--- config.mk ---
export PLATFORM = sky130hd
export DESIGN_NAME = run_detect_fsm
export DESIGN_NICKNAME = d
export VERILOG_FILES = /design/src/rtl/run_detect_pkg.sv /design/src/rtl/run_detect_fsm_dff_preset.sv /design/src/rtl/run_detect_fsm.sv
export SDC_FILE = /design/constraint.sdc
export NUM_CORES = 1
export LEC_CHECK = 0
export BUFFER_PORTS_ARGS = -buffer_cell sky130_fd_sc_hd__buf_2
export CAP_MARGIN = 20
export CORE_AREA = 2 2 39 41
export CTS_CLUSTER_DIAMETER = 120
export DETAILED_ROUTE_END_ITERATION = 7
export DIE_AREA = 0 0 41 43
export SLEW_MARGIN = 20
export SYNTH_ARGS = -nofsm -noshare
export SYNTH_HDL_FRONTEND = slang
export SYNTH_SLANG_ARGS = --single-unit
--- constraint.sdc ---
create_clock -name clk -period 0.9 [get_ports clk]
set_input_delay 0.045 -clock clk [delete_from_list [all_inputs] [get_ports clk]]
set_output_delay 0.045 -clock clk [all_outputs]
set_load 0.01 [all_outputs]
--- src/rtl/run_detect_pkg.sv ---
// Shared indices and helpers for the run-length detector FSM.
package run_detect_pkg;

    localparam int IDX_IDLE = 0;
    localparam int MAX_SW   = 64;

    function automatic int zidx(input int k);
        return k;
    endfunction

    function automatic int oidx(input int run_len, input int k);
        return run_len + k;
    endfunction

    function automatic logic onehot_ok(input logic [MAX_SW-1:0] vec);
        int cnt;
        cnt = 0;
        for (int i = 0; i < MAX_SW; i++) begin
            cnt += int'(vec[i]);
        end
        return (cnt == 32'sd1);
    endfunction

endpackage

--- src/rtl/run_detect_fsm_dff_preset.sv ---
// Single-bit state flop with selectable asynchronous reset value.
module dff_preset #(
    parameter logic RST_VAL = 1'b0
) (
    input  logic clk,
    input  logic reset,
    input  logic d,
    output logic q
);

    // state bit storage
    always_ff @(posedge clk or posedge reset) begin
        if (reset) begin
            q <= RST_VAL;
        end else begin
            q <= d;
        end
    end

endmodule

--- src/rtl/run_detect_fsm.sv ---
// One-hot Moore run-length detector; define ONEHOT_CHECK_EN to flag and
// recover from non-one-hot states.
module run_detect_fsm
    import run_detect_pkg::*;
#(
    parameter int RUN_LEN = 2,
    parameter int SW      = 2*RUN_LEN+1,
    parameter int CW      = $clog2(RUN_LEN+1)
) (
    input  logic          clk,
    input  logic          reset,
    input  logic          w,
    input  logic          w_en,
    input  logic          clear,
    input  logic          det_zero,
    input  logic          det_one,
    output logic          z,
    output logic          z_zero,
    output logic          z_one,
    output logic [CW-1:0] run_cnt,
    output logic [SW-1:0] state,
    output logic          err
);

    localparam int ZLO = zidx(1);
    localparam int ZHI = zidx(RUN_LEN);
    localparam int OLO = oidx(RUN_LEN, 1);
    localparam int OHI = oidx(RUN_LEN, RUN_LEN);
    localparam logic [SW-1:0] IDLE_VEC = {{(SW-1){1'b0}}, 1'b1};

    logic [SW-1:0]      nxt;
    logic [RUN_LEN-1:0] zeros;
    logic [RUN_LEN-1:0] ones;
    logic [RUN_LEN-1:0] zero_step;
    logic [RUN_LEN-1:0] one_step;
    logic               bad_state;

    assign zeros = state[ZHI:ZLO];
    assign ones  = state[OHI:OLO];

`ifdef ONEHOT_CHECK_EN
    assign bad_state = ~onehot_ok(MAX_SW'(state));
`else
    assign bad_state = 1'b0;
`endif

    // state register: bit0 presets to IDLE, all others clear
    for (genvar b = 0; b < SW; b++) begin : g_state
        dff_preset #(
            .RST_VAL((b == IDX_IDLE) ? 1'b1 : 1'b0)
        ) u_ff (
            .clk   (clk),
            .reset (reset),
            .d     (nxt[b]),
            .q     (state[b])
        );
    end

    // next-state: advance within a polarity, restart on the opposite one
    always_comb begin
        zero_step = (zeros << 1) | RUN_LEN'(state[IDX_IDLE] | (|ones));
        one_step  = (ones  << 1) | RUN_LEN'(state[IDX_IDLE] | (|zeros));
        // the top bit of each chain self-loops (saturation)
        zero_step[RUN_LEN-1] = zero_step[RUN_LEN-1] | zeros[RUN_LEN-1];
        one_step[RUN_LEN-1]  = one_step[RUN_LEN-1]  | ones[RUN_LEN-1];
        nxt = state;
        if (bad_state || clear) begin
            nxt = IDLE_VEC;
        end else if (w_en) begin
            if (w) begin
                nxt = {one_step, {RUN_LEN{1'b0}}, 1'b0};
            end else begin
                nxt = {{RUN_LEN{1'b0}}, zero_step, 1'b0};
            end
        end else begin
            nxt = state;
        end
    end

    // Moore outputs decoded from the state flops
    always_comb begin
        z_zero  = state[ZHI] & det_zero;
        z_one   = state[OHI] & det_one;
        z       = z_zero | z_one;
        err     = bad_state;
        run_cnt = '0;
        for (int k = 1; k <= RUN_LEN; k++) begin
            run_cnt = (zeros[k-1] | ones[k-1]) ? CW'(k) : run_cnt;
        end
    end

endmodule

# Yosys cells after proc, flatten, opt, wreduce, memory -nomap -nowiden
# Index checks and enable logic that the tools add are counted.
# W data, S select, Z words.
# classes
div_mod_pow	0
n_addsub	0
eq_ne	0
n_lt_le_gt_ge	0
mul	0
muxes	5
n_shift	0
n_bitwise	11
reduce_logical	3
# op_table
cell	count
$mux W5	3
$or A1 B1 Y1	7
$or A2 B1 Y2	2
$reduce_or A2 Y1	2
$and A1 B1 Y1	2
$mux W2	1
$reduce_bool A2 Y1	1
$mux W1	1
# word_totals
latch_bits	0
n_memories	0
in_bits	7
register_bits	5
mem_bits_ro	0
output_inout_bits	11
wordCells	24
mem_bits_rw	0

# Longest topological paths before layout
# Gate-level depths: netlist (run 1).
# logic_depth
depth_word	7
mapped_depth	3
ltp_nobuf	2

# Modules after synthesis
# From an unflattened synthesis (run 1), not the netlist that was laid out.
# hier_totals
hier_cells	32
area_unflattened_um2	300.3
# by_module_without_submodules
mod	area_per_inst_um2	instances	cells_each	seq_area_each_um2
run_detect_fsm	155.1	1	22	0.0
dff_preset at g_state[1].u_ff ...	28.8	4	2	25.0
dff_preset at g_state[0].u_ff	30.0	1	2	26.3

# Worst setup path before layout (run 1)
# No wires, ideal clock.
# synth_timing
kind	register to register
start	register g_state[0].u_ff.q
end	register g_state[1].u_ff.q
required_time_ns	0.789
path_buffers	0
slack_ns	-0.061
setup_time_ns	0.111
synth_period_minus_slack_ns	0.961
stages_incl_launch_ff	3
arrival_ns	0.849
path_cell_list	dfstp_2 nor4b_4 a2111oi_2
# synth_via
elab_chain_len	5
# synth_lines
element	line	rtl
start, declared	run_detect_fsm_dff_preset.sv:8	output logic q
start signal, assigned	run_detect_fsm_dff_preset.sv:14	q <= RST_VAL;
start signal, assigned	run_detect_fsm_dff_preset.sv:16	q <= d;
$or A1 B1 Y1	run_detect_fsm.sv:61	zero_step = (zeros << 1) | RUN_LEN'(state[IDX_IDLE] | (|ones));
$or A2 B1 Y2	run_detect_fsm.sv:61	
$mux W5	run_detect_fsm.sv:70	if (w) begin
$mux W5	run_detect_fsm.sv:69	end else if (w_en) begin
$mux W5	run_detect_fsm.sv:67	if (bad_state || clear) begin
end signal, assigned	run_detect_fsm_dff_preset.sv:14	
end signal, assigned	run_detect_fsm_dff_preset.sv:16	
end, declared	run_detect_fsm_dff_preset.sv:8	
# Every way passes these cells. The select of a mux whose other input is x is not followed.
# A chain may end at the register's enable or synchronous reset.

# Final worst setup path (run 1)
# layout_timing
start	register g_state[2].u_ff.q
end	output z
# layout_via
elab_chain_len	2
# layout_lines
element	line	rtl
start, declared	run_detect_fsm_dff_preset.sv:8	
start signal, assigned	run_detect_fsm_dff_preset.sv:14	
start signal, assigned	run_detect_fsm_dff_preset.sv:16	
$and A1 B1 Y1	run_detect_fsm.sv:82	z_zero = state[ZHI] & det_zero;
$or A1 B1 Y1	run_detect_fsm.sv:84	z = z_zero | z_one;
end, declared	run_detect_fsm.sv:17	output logic z,
# Every way passes these cells.

==> results_dict.tcl, run 1 <==
set metrics [dict create \
    avgSynthCellArea_um2 10.0 \
    cts_buffers 3 \
    clk_path_buf_depth 2 \
    initial_core_util_pct 24.0 \
    p_sw_uw 192 \
    clkSinkCount 5 \
    io_buffer_count 16 \
    power_density_nw_per_um2 1210 \
    period_needed_ns 1.18 \
    fin_crit_sh_pct 131 \
    grt_pass1_vias 286 \
    die_height_um 43 \
    htreeDepth 1 \
    worstReg2RegEnd "g_state[3].u_ff.q" \
    syn_inst 33 \
    criticalPathCategory "reg2out" \
    syn_nets 40 \
    whs_path_depth 2 \
    place_congestion 0.681 \
    routedWlPerCell_um 11.4 \
    drt_iter0_markers 0 \
    rsz0062_at_grt "yes" \
    slowest_delay_ns 0.41 \
    ir_drop_mv 0.526 \
    dp_hpwl_um 549 \
    arrival_ns 1.14 \
    synth.distinct_cells 19 \
    num_rows 14 \
    drt-pass1-iter-count 1 \
    clock_latency_ns 0.23 \
    grt_max_degree 11 \
    grt_overflow 0 \
    drv_slew 0 \
    final_core_util_pct 43.6 \
    start_kind "flop" \
    setup_viol 11 \
    antenna_found_initial 0 \
    regMostFlops "g_state.u_ff.q" \
    netlist_area_um2 332 \
    maxClockFrequency_mhz 846 \
    cp_slowest_cell "dfrtp_1" \
    antenna_left 0 \
    yosysWarningCount 0 \
    total_power_uw 729 \
    hold_start "clear" \
    grt_usage_pct 9.89 \
    core_um2 1380 \
    nNetsFinal 64 \
    ios 18 \
    cts-root-buf "clkbuf_4" \
    outcome "complete, but fails checks" \
    comb_power_share_pct 30.7 \
    violations "setup timing" \
    hold_end "g_state[2].u_ff.q" \
    ys_ff_latch 5 \
    finClkSkew_ns 0.000693 \
    layout_setup_ws_ns -0.281 \
    vias_per_cell 4.36 \
    areaGrowthSynthToFinish_pct 81.9 \
    die_area_um2 1760 \
    cts_tree "built" \
    largestRegisters "g_state.u_ff.q (5)" \
    rrSetupSlack_ns -0.17 \
    netSwitchingFraction_pct 26.3 \
    power.share.sequential_pct 35.2 \
    grt_pass1_wl_um 1090 \
    largest_register_ffs 5 \
    via_count 314 \
    crit_required_ns 0.85 \
    internal_power_uw 537 \
    drt_wl_total_um 824 \
    pre_cts_ws_ns -0.0801 \
    cts.clk_slew.worst_paths_ns 0.04 \
    seq_area_frac_synth_pct 38.1 \
    cp-end-kind "primary output" \
    cp_max_fo 4 \
    p_leak_uw 0.000297 \
    clock_power_share_pct 34.1 \
    reg2regPathDepth 4 \
    drive_above_1_share_pct 76.8 \
    hold_viol 0 \
    drv_cap 0 \
    diodes 0 \
    die_w_um 41 \
    r2r_start "g_state[2].u_ff.q" \
    drc 0 \
    hold_path.class "in2reg" \
    cp_cell_sequence "and2_4 > or2_1 > buf_2" \
]
## logic make-up after synthesis
| logic type | Yosys count | share of synthesized area, % |
|---|---|---|
| other cells | 1 | 1.13 |
| flops | 5 | 38.1 |
| buf+inv | 9 | 19.2 |
| simple gates | 13 | 29.4 |
| compound gates | 5 | 12.1 |
## power groups by stage
stage	Combinational, µW	Clock, µW	Sequential, µW
after floorplan	93.4	0	260
after global placement	125	0	261
after detailed placement	127	0	263
after CTS	183	261	257
after global routing	243	275	258
final	224	249	256
## what timing repair did
item / CTS / global route
setup endpoints to repair: 10 / 12
buffers inserted: 5 / 3
endpoints found under the hold margin: 5 / 0
pin swaps: 1 / 4
gates resized for setup: 9 / 14
hold buffers: 1 / 0
## routing by layer
layer | global-route usage (%) | routed length (µm) | up-vias
met5 | 0 | 0 | -
met4 | 8.00 | 0 | 0
met3 | 4.71 | 65 | 0
met2 | 15.6 | 489 | 15
met1 | 8.82 | 270 | 149
li1 | - | - | 150
## layout make-up
type	count	area [µm²]
inverter	2	7.51
tap	16	20.0
multi-input combinational	19	191
timing repair buffer	26	230
fill	140	781
sequential	5	128
clock buffer	4	26.3
## synthesized netlist by cell type (all sizes together)
cell type | instances | area share [%]
and2 | 2 | 3.8
nor3 | 1 | 1.5
nor4 | 1 | 1.9
a211oi | 1 | 2.3
inv | 2 | 2.3
a2111oi | 1 | 4.5
dfrtp | 4 | 30
conb | 1 | 1.1
nor2 | 4 | 4.5
buf | 7 | 17
a21o | 1 | 2.3
nor2b | 1 | 4.1
a21oi | 2 | 3.0
nor4b | 2 | 9.8
dfstp | 1 | 7.9
or2 | 2 | 3.8
## worst max path at each step
stage / from / endpoint
floorplan: g_state[4].u_ff.q / run_cnt[0]
global placement: g_state[0].u_ff.q / g_state[1].u_ff.q
detailed placement: g_state[0].u_ff.q / g_state[1].u_ff.q
CTS: g_state[2].u_ff.q / z
global route: g_state[2].u_ff.q / run_cnt[0]
finish: g_state[2].u_ff.q / z
## cells in the final DEF (no fill, tap or decap)
cell type	n
dfrtp_2	1
nor2_2	2
nor2b_4	1
inv_1	1
nor4b_4	2
a21o_1	1
nor2_1	2
a2111oi_2	1
conb_1	1
dfstp_2	1
dfrtp_1	3
buf_2	10
nor4_2	1
dlygate4sd3_1	1
a21oi_1	1
nor3_1	1
a21oi_4	1
clkbuf_4	3
buf_4	2
inv_2	1
a211oi_2	1
buf_12	1
clkbuf_1	1
or2_1	1
buf_6	12
or2_4	1
and2_4	2
## through the flow
stage | TNS [ns] | instance area (µm²) | instances | hold WS, ns
6_report | -1.48 | 603 | 72 | 0.0650
3_5_place_dp | -0.256 | 393 | 60 | -0.0450
2_1_floorplan | -0.0114 | 334 | 33 | -0.177
4_1_cts | -1.43 | 524 | 70 | 0.0390
3_3_place_gp | -0.173 | 393 | 60 | -0.0485
5_1_grt | -1.92 | 603 | 72 | 0.0668
## critical path: cells and delay by family, from the launching register on
family | cells | cell delay (ns)
buffers and inverters | 1 | 0.14
flip-flops | 1 | 0.41
AND/OR/NAND/NOR | 2 | 0.35
Note: power is estimated with default switching activity, not from simulation.
==> inputs of run 2 (changes only) <==
==> constraint.sdc (replaced) <==
create_clock -name clk -period 0.9 [get_ports clk]
set_input_delay 0.18 -clock clk [delete_from_list [all_inputs] [get_ports clk]]
set_output_delay 0.18 -clock clk [all_outputs]
set_load 0.05 [all_outputs]
==> run 2 against run 1 <==
Compared with the run above: the flow still finishes with violations (setup timing); routed wire length is 12% lower; largest power group is now combinational logic; flip-flop and latch count stayed put; highest routed layer is now met4; register-to-register slack better by 0.02 ns; hold slack better by 0.11 ns.
==> results_dict.tcl, run 2 (synthesis results as in run 1) <==
set metrics [dict create \
    rsz0062_at_grt "yes" \
    die_area_um2 1760 \
    internal_power_uw 558 \
    grt_usage_pct 10.2 \
    numPlacedInstances 62 \
    dp_hpwl_um 515 \
    maxClockFrequency_mhz 746 \
    ios 18 \
    clkSinkCount 5 \
    io_buffer_count 16 \
    core_um2 1380 \
    hold_path.class "in2reg" \
    cts-root-buf "clkbuf_4" \
    grt_overflow 0 \
    crit_required_ns 0.72 \
    p_leak_uw 0.000295 \
    largest_register_ffs 5 \
    cp_slowest_cell "dfrtp_1" \
    drv_slew 0 \
    whs_path_depth 2 \
    fin_crit_sh_pct 149 \
    hold_end "g_state[2].u_ff.q" \
    fill_cells 128 \
    rrSetupSlack_ns -0.15 \
    drt_wl_total_um 722 \
    p_sw_uw 301 \
    hold_start "clear" \
    num_rows 14 \
    arrival_ns 1.16 \
    clk_path_buf_depth 2 \
    grt_max_degree 11 \
    criticalPathCategory "reg2out" \
    crit_buf_inv 1 \
    via_count 302 \
    tns_ns -3.16 \
    reg2regPathDepth 4 \
    crit_family "flip-flops" \
    slowest_delay_ns 0.38 \
    cp_max_fo 3 \
    cp_cell_sequence "and2_4 > or2_4 > buf_6" \
    antenna_found_initial 0 \
    worstReg2RegEnd "g_state[3].u_ff.q" \
    areaGrowthSynthToFinish_pct 85.3 \
    diodes 0 \
    finalNonFillerCells 70 \
    drt-pass1-iter-count 1 \
    pre_cts_ws_ns -0.231 \
    nNetsFinal 62 \
    die_height_um 43 \
    final_core_util_pct 44.4 \
    initial_core_util_pct 24.0 \
    hold_viol 0 \
    largestRegisters "g_state.u_ff.q (5)" \
    cts.clk_slew.worst_paths_ns 0.04 \
    htreeDepth 1 \
    ir_drop_mv 0.690 \
    layout_setup_ws_ns -0.441 \
    period_needed_ns 1.34 \
    most-common-layout-cells "7 x buf_2, 7 x buf_8, 6 x buf_6" \
    grt_pass1_wl_um 1080 \
    comb_power_share_pct 39.2 \
    r2r_start "g_state[2].u_ff.q" \
    die_w_um 41 \
    place_congestion 0.692 \
    vias_per_cell 4.31 \
    total_power_uw 859 \
    power_density_nw_per_um2 1400 \
    setup_viol 14 \
    violations "setup timing" \
    power.share.sequential_pct 29.3 \
    finClkSkew_ns 0.000617 \
    cts_tree "built" \
    drt_iter0_markers 0 \
    clock_power_share_pct 31.5 \
    antenna_left 0 \
    outcome "complete, but fails checks" \
    routedWlPerCell_um 10.3 \
    netSwitchingFraction_pct 35.0 \
    drive_above_1_share_pct 74.1 \
    regMostFlops "g_state.u_ff.q" \
    drv_cap 0 \
    start_kind "flop" \
    cts_buffers 3 \
    drc 0 \
    grt_pass1_vias 248 \
    cp-end-kind "primary output" \
    clock_latency_ns 0.25 \
]
==> run 2: changes by cell type in the layout (fill, tap and decap cells not counted), sizes merged <==
cell  previous run  this run
buf             25        23
==> run 2: stage by stage <==
| stage | hold WS (ns) | instance area (µm²) |
|---|---|---|
| floorplan | -0.0422 | 353 |
| global placement | 0.0840 | 423 |
| detailed placement | 0.0821 | 423 |
| CTS | 0.163 | 583 |
| global route | 0.174 | 614 |
| finish | 0.176 | 614 |
==> run 2: worst max path at each step <==
stage                                 start         end  slack [ns]  cells past startpoint
after global routing      g_state[4].u_ff.q           z       -0.48                      3
after detailed placement  g_state[2].u_ff.q  run_cnt[0]       -0.23                      3
after global placement    g_state[2].u_ff.q  run_cnt[0]       -0.22                      3
final                     g_state[2].u_ff.q           z       -0.44                      3
after CTS                 g_state[2].u_ff.q           z       -0.45                      3
after floorplan           g_state[4].u_ff.q  run_cnt[0]       -0.30                      2
==> run 2: power groups by stage <==
stage	registers, µW	clock network, µW	logic (µW)
after global placement	255	0	238
after global routing	253	305	354
after floorplan	261	0	196
final	252	270	337
after CTS	252	278	316
after detailed placement	255	0	238
==> run 2: final cells by class <==
type | instances | area (µm²) | share of cell area [%]
clock buffers | 4 | 26.3 | 4.28
inverters | 2 | 7.51 | 1.22
multi-input cells | 19 | 194 | 31.6
flip-flops and latches | 5 | 126 | 20.6
well taps | 16 | 20.0 | 3.26
repair buffers | 24 | 240 | 39.1
==> run 2: repair_timing <==
item | in CTS | in global routing
pin swaps | 0 | 2
gates resized for setup | 30 | 5
buffers inserted | 2 | 1
hold buffers | 1 | 0
hold endpoints to repair | 4 | 0
setup endpoints to repair | 12 | 13
gates cloned | 0 | 0
==> run 2: per-layer routing <==
layer	vias up	track usage, %	part of all wire, %
met3	4	7.85	9.6
li1	147	-	-
met2	16	15.3	53
met4	0	6.00	2.1
met5	-	0	0
met1	135	9.15	35
